--- config.mk ---
export PLATFORM = sky130hd
export DESIGN_NAME = gpr_bank
export DESIGN_NICKNAME = d
export VERILOG_FILES = /design/src/rtl/gpr_bank.sv
export SDC_FILE = /design/constraint.sdc
export NUM_CORES = 1
export LEC_CHECK = 0
export BUFFER_PORTS_ARGS = -buffer_cell sky130_fd_sc_hd__buf_4
export CELL_PAD_IN_SITES_DETAIL_PLACEMENT = 1
export CELL_PAD_IN_SITES_GLOBAL_PLACEMENT = 1
export CORE_ASPECT_RATIO = 0.75
export CORE_UTILIZATION = 49
export CTS_CLUSTER_DIAMETER = 100
export CTS_CLUSTER_SIZE = 25
export DETAILED_ROUTE_END_ITERATION = 6
export PLACE_DENSITY_LB_ADDON = 0.1
export REMOVE_ABC_BUFFERS = 1
export SLEW_MARGIN = 20
export SYNTH_ARGS = -nofsm -noshare
export SYNTH_HDL_FRONTEND = slang
export SYNTH_SLANG_ARGS = --single-unit
--- constraint.sdc ---
create_clock -name clk -period 4.42 [get_ports clk]
set_input_delay 0.442 -clock clk [delete_from_list [all_inputs] [get_ports clk]]
set_output_delay 0.442 -clock clk [all_outputs]
set_load 0.05 [all_outputs]
--- src/rtl/gpr_bank.sv ---
// Bank of DEPTH general-purpose bus registers with load/inc/dec/clear and zero/carry flags.
// Define GPR_BANK_TRISTATE_EN to float data_out when oa=0; otherwise it idles at all-zeros.
module gpr_bank #(
  parameter int WIDTH  = 8,
  parameter int DEPTH  = 4,
  parameter int ADDR_W = 2
) (
  input  logic              clk,
  input  logic              clr_n,
  input  logic [WIDTH-1:0]  data_in,
  input  logic              wa,
  input  logic [ADDR_W-1:0] waddr,
  input  logic [1:0]        op,
  input  logic              oa,
  input  logic [ADDR_W-1:0] raddr,
  output logic [WIDTH-1:0]  data_out,
  output logic              zero,
  output logic              carry
);

  typedef enum logic [1:0] {
    OP_LOAD = 2'b00,
    OP_INC  = 2'b01,
    OP_DEC  = 2'b10,
    OP_CLR  = 2'b11
  } op_e;

  logic [WIDTH-1:0] regs [DEPTH];
  logic [WIDTH-1:0] cur_val;
  logic [WIDTH-1:0] new_val;
  logic             new_carry;
  logic             w_hit;
  logic [WIDTH-1:0] rd_val;

  // Address decode by matching every implemented index, so out-of-range addresses simply miss.
  always_comb begin
    cur_val = '0;
    w_hit   = 1'b0;
    for (int i = 0; i < DEPTH; i++) begin
      if (waddr == ADDR_W'(i)) begin
        cur_val = regs[i];
        w_hit   = 1'b1;
      end
    end
  end

  always_comb begin
    new_val   = '0;
    new_carry = 1'b0;
    case (op_e'(op))
      OP_LOAD: new_val = data_in;
      OP_INC: begin
        new_val   = cur_val + WIDTH'(1);
        new_carry = &cur_val;
      end
      OP_DEC: begin
        new_val   = cur_val - WIDTH'(1);
        new_carry = (cur_val == '0);
      end
      default: new_val = '0;
    endcase
  end

  always_ff @(posedge clk or negedge clr_n) begin
    if (!clr_n) begin
      for (int i = 0; i < DEPTH; i++) begin
        regs[i] <= '0;
      end
      zero  <= 1'b0;
      carry <= 1'b0;
    end else if (wa && w_hit) begin
      for (int i = 0; i < DEPTH; i++) begin
        if (waddr == ADDR_W'(i)) begin
          regs[i] <= new_val;
        end
      end
      zero  <= (new_val == '0);
      carry <= new_carry;
    end
  end

  always_comb begin
    rd_val = '0;
    for (int i = 0; i < DEPTH; i++) begin
      if (raddr == ADDR_W'(i)) begin
        rd_val = regs[i];
      end
    end
  end

`ifdef GPR_BANK_TRISTATE_EN
  assign data_out = oa ? rd_val : {WIDTH{1'bz}};
`else
  assign data_out = oa ? rd_val : '0;
`endif

endmodule

==> flow_summary.toml, run 1 <==
[grt]
grt_max_degree = 35
overflow = 0
antenna_found_initial = 0
grt_pass1_wl_mm = 10.4
track_usage = 0.307
grt_pass1_vias = 1949

[yosys]
yosysWarnings = 0
synth_cells = 210
netlist_top_cells_area = "dfrtp_1 39%, mux4_2 15%, o21ai_1 7.6%, nand2_1 6.2%, ha_1 5.7%"
yosysUniqueCellTypes = 42
synth.avg_cell_area_um2 = 10.4
synth_largest_area_cell = "dfrtp_1"
synth-seq-cells = 34
ys_seq_area_frac = 0.389
synth_top_area_frac = 0.389
synthArstFlopShare = 1.00
ys.flop_type = "dfrtp_1"
synth-edff-count = 0
synth_area_um2 = 2190

[setup_path]
cp-start-kind = "flip-flop"
timing.rr.start = "regs[2]$_DFFE_PN0P_"
required_ns = 4.63
r2r_cells = 8
crit_arrival_ns = 3.10
timing.rr.end = "zero$_DFFE_PN0P_"
critPathCaptureType = "flip-flop"
path_class = "flip-flop to flip-flop"
path_max_fanout = 5
rrSetupSlack_ns = 1.53

[route]
viasPerCell = 6.37
drc_errors = 0
dr.first_iter.drc_count = 100
postRouteAntennaNets = 0
wirelength_mm = 6.41
vias = 1854
wl_per_cell_um = 22.0
dr.pass1.iters = 4

[cts]
cts_setup_buffers = 0
hold_buffers = 0
clk_latency_ns = 0.31
cts_buffer_depth = 2
numCtsBuffers = 5
clkTransAtPathRegs_ns = 0.08
tritoncts = "built"
htreeDepth = 2
ctsRootBufferMaster = "clkbuf_8"
ctsResizeCount = 0
cts_num_sinks = 34

[min_path]
hp-class = "input pin to asynchronous set/reset pin"

[sta]
fin_crit_sh = 0.654
worst_pin_slew_ns = 0.748
maxSlewHeadroom = 0.500
skew_ns = 0.0114
fin_crit_ns = 2.89
tns_ns = 0
fin_ws_ns = 1.53
setup_viol = 0
rsz0062_at_grt = "false"
clock.fmax_ghz = 0.346
hold_viol = 0
slew_viol_final = 0

[run]
drv_cap = 0

[die]
die-area_um2 = 4740
start_util = 0.527
die_y_um = 59.9
pin_count = 28
fp-row-count = 20
die_x_um = 79.1
coreArea_um2 = 4150

[final_layout]
antenna_cells = 0
fillerInstances = 479
layout-area-overhead-vs-synth_pct = 16.8
drive_gt1_frac = 0.237
final_nets = 264
post_layout_nonfiller_instances = 291

[placed_design]
dp_slack_ns = 1.28
io_buffers = 27
dp.cells = 283
hpwlAfterDp_mm = 4.63
gp_congestion = 0.898

[outcome]
run_status = "finished, final reports clean"

[power_and_ir_drop]
vdd_ir_drop_max_mv = 0.253
p_per_area_nw_per_um2 = 474
power_leakage_nw = 1.14
## stage by stage
stage                     utilization  cell area, um^2  hold slack [ns]  power [mW]
after floorplan                     -             2140            0.146       0.713
after global placement          0.582             2420            0.409       0.824
after detailed placement        0.582             2420            0.428       0.852
after CTS                       0.615             2550            0.104        1.21
after global routing            0.615             2550            0.115        1.27
final                           0.615             2550           0.0721        1.21
## cells by family after synthesis
group	synth area share
AO/OA/AOI/OAI	0.171
XOR/XNOR	0.0120
adder cells (fa/ha/maj)	0.0664
buffers and inverters	0.0263
flip-flops	0.389
multiplexers	0.168
AND/OR/NAND/NOR	0.167
## flip-flops by register name (all words and copies together), names as in the netlist
name   cells
regs      32
zero       1
carry      1
## metal layers
metal / GRT usage / part of all wire / vias up
li1: - / - / 837
met5: 0 / 0 / -
met3: 0.0580 / 0.066 / 17
met2: 0.523 / 0.50 / 65
met4: 0.122 / 0.021 / 0
met1: 0.392 / 0.42 / 935
## worst max-delay path, cell delays in order (launching register included)
cell,delay [ns]
dfrtp_1,0.41
mux4_2,0.51
ha_1,0.37
a21oi_1,0.22
o221ai_2,0.18
o311a_1,0.34
a221oi_2,0.36
nand4_1,0.15
o32ai_1,0.25
## report_power, final
part	switching (mW)	internal, mW	total (mW)
clock	0.130	0.226	0.356
sequential	0.0539	0.379	0.433
combinational	0.246	0.175	0.421
## cells in the mapped netlist, types with 2 or more instances
cell,instances
a31oi_1,2
inv_1,4
nand3_1,3
and2_1,9
nand4_1,4
a22oi_1,3
or2_1,3
a221oi_2,2
o21ai_0,2
mux4_2,15
xor2_1,2
nand3b_1,3
nor2_1,4
nand2b_1,2
o21ai_1,33
a21oi_1,6
mux2i_1,3
dfrtp_1,34
clkbuf_1,7
ha_1,10
nor2b_1,2
a21o_1,2
nand2_1,36
## cells in the final DEF (no fill, tap or decap), types with 4 or more instances in the layout
cell,count
and2_1,9
ha_1,10
buf_4,27
nand2_1,36
clkbuf_8,5
inv_1,4
mux4_2,15
a21oi_1,6
nand4_1,4
nor2_1,4
o21ai_1,33
dfrtp_1,34
## final cells by class
type / instances / area (um^2) / share of cell area
Timing Repair Buffer: 27 / 203 / 0.0794
Clock buffer: 5 / 68.8 / 0.0269
Inverter: 4 / 15.0 / 0.00588
Tap cell: 55 / 68.8 / 0.0269
Clock inverter: 3 / 68.8 / 0.0269
Multi-Input combinational cell: 163 / 1280 / 0.501
Sequential cell: 34 / 851 / 0.333
## worst max path at each step
stage | start | slack [ns] | to
finish | regs[2]$_DFFE_PN0P_ | 1.53 | zero$_DFFE_PN0P_
global route | waddr[0] | 1.34 | zero$_DFFE_PN0P_
CTS | waddr[0] | 1.56 | zero$_DFFE_PN0P_
detailed placement | waddr[0] | 1.28 | zero$_DFFE_PN0P_
global placement | waddr[0] | 1.43 | zero$_DFFE_PN0P_
floorplan | waddr[0] | 1.82 | zero$_DFFE_PN0P_
No activity file was read; power rests on OpenSTA's default activity.
==> run 2: changes to the inputs <==
- CORE_UTILIZATION: 49 -> 41
- clock period: 4.42 -> 2.45 ns (I/O delays scaled with it)
==> run 2 against run 1 <==
Effect of this change:
- the flow now finishes with violations (setup timing)
- sequential share of layout area down 5.0 points
- first-iteration DRC count down 18%
- count of clock-buffer cells in the layout up 2
- register-to-register slack worse by 1.7 ns
==> flow_summary.toml, run 2 (synthesis gave the netlist of run 1 again) <==
[outcome]
run_status = "complete, but fails checks"
violations = "setup timing"

[die]
die-area_um2 = 5630
coreArea_um2 = 5010
die_x_um = 86.3
fp-row-count = 22
pin_count = 28
start_util = 0.437
die_y_um = 65.3

[min_path]
hp-class = "input pin to flip-flop"

[power_and_ir_drop]
p_per_area_nw_per_um2 = 767
finalPower_mw = 2.30
power_leakage_nw = 1.36
vdd_ir_drop_max_mv = 0.388

[cts]
htreeDepth = 2
clk_latency_ns = 0.30
tritoncts = "built"
cts_num_sinks = 34
cts_buffer_depth = 2
numCtsBuffers = 5
ctsRootBufferMaster = "clkbuf_8"
clkTransAtPathRegs_ns = 0.07

[setup_path]
path_max_fanout = 4
required_ns = 2.65
crit_arrival_ns = 2.86
path_class = "flip-flop to flip-flop"
cp-start-kind = "flip-flop"
rrSetupSlack_ns = -0.21
critPathCaptureType = "flip-flop"

[final_layout]
regMostFlops = "regs"
fin_util = 0.600
largest_register_ffs = 32
top_regs = "regs: 32 flops, carry: 1 flops, zero: 1 flops"
fillerInstances = 564
final_cell_mix = "65 x buf_4, 36 x nand2_1, 34 x dfrtp_1"
final_nets = 306
layout-area-overhead-vs-synth_pct = 37.4
final_common_cell = "buf_4"
drive_gt1_frac = 0.424
post_layout_nonfiller_instances = 350
antenna_cells = 0

[sta]
rsz0062_at_grt = "true"
maxSlewHeadroom = 0.466
hold_ws_ns = 0.245
setup_viol = 21
worst_pin_slew_ns = 0.798
hold_viol = 0
skew_ns = 0.00963
slew_viol_final = 0
fin_crit_ns = 2.66
fin_crit_sh = 1.09
fin_ws_ns = -0.211
clock.fmax_ghz = 0.376

[route]
vias = 2000
drc_errors = 0
wl_per_cell_um = 21.0
viasPerCell = 5.71
dr.first_iter.drc_count = 82
wirelength_mm = 7.35
postRouteAntennaNets = 0
dr.pass1.iters = 4

[grt]
grt_pass1_vias = 2232
track_usage = 0.296
grt_max_degree = 35
overflow = 0
antenna_found_initial = 0
grt_pass1_wl_mm = 12.1

[placed_design]
dp_slack_ns = -0.418
dp.cells = 336
gp_congestion = 0.902
io_buffers = 27
hpwlAfterDp_mm = 5.52

[run]
drv_cap = 0
[run 2: cell types whose count changed in the layout (fill, tap and decap cells not counted), moves of 2 or more]
cell	delta
o21ai_1	-11
a21oi_1	-2
bufinv_16	-2
ha_1	-2
o21ai_2	+12
buf_6	+3
buf_4	+38
ha_4	+2
[run 2: where the power goes]
group / leakage, nW / internal, mW / switching, mW
logic: 0.858 / 0.520 / 0.561
registers: 0.449 / 0.685 / 0.0926
clock network: 0.0482 / 0.227 / 0.218
[run 2: what timing repair did]
item	in CTS	in global routing
pin swaps	11	19
hold buffers	1	0
resized for setup	15	15
setup buffers	3	4
endpoints found under the setup margin	21	21
hold endpoints to repair	34	0
[run 2: worst max-delay path: stages, from the launching register on]
cell	delay [ns]
dfrtp_1	0.40
mux4_2	0.53
ha_4	0.27
a21oi_4	0.16
o221ai_4	0.15
o311a_1	0.35
a221oi_4	0.22
nand4_1	0.18
o32ai_2	0.29
[run 2: final cells by class]
type	instances	area, um^2	share of cell area
multi-input combinational	163	1430	0.474
tap	72	90.1	0.0300
inverter	4	15.0	0.00500
clock inverter	1	5.00	0.00167
timing repair buffer	69	532	0.177
clock buffer	7	86.3	0.0287
sequential	34	851	0.283
[run 2: through the flow]
| step | setup TNS [ns] | instance area [um^2] |
|---|---|---|
| after global placement | -2.71 | 2710 |
| after CTS | -1.05 | 2920 |
| after global routing | -3.78 | 3000 |
| final | -2.01 | 3000 |
| after detailed placement | -4.90 | 2710 |
| after floorplan | -0.0617 | 2140 |
[run 2: worst paths after layout]
path,from,endpoint,cells past startpoint
max in group asynchronous,clr_n,regs[14]$_DFFE_PN0P_,2
setup reg to reg,regs[2]$_DFFE_PN0P_,zero$_DFFE_PN0P_,8
min in group asynchronous,clr_n,regs[26]$_DFFE_PN0P_,2
hold reg to reg,regs[11]$_DFFE_PN0P_,regs[11]$_DFFE_PN0P_,2
setup / recovery,regs[2]$_DFFE_PN0P_,zero$_DFFE_PN0P_,8
hold / removal,wa,zero$_DFFE_PN0P_,2
[run 2: per-layer routing]
layer | track usage | up-vias | part of all wire
met4 | 0.104 | 0 | 0.021
met3 | 0.0415 | 15 | 0.027
li1 | - | 917 | -
met2 | 0.501 | 37 | 0.49
met5 | 0 | - | 0
met1 | 0.393 | 1031 | 0.46
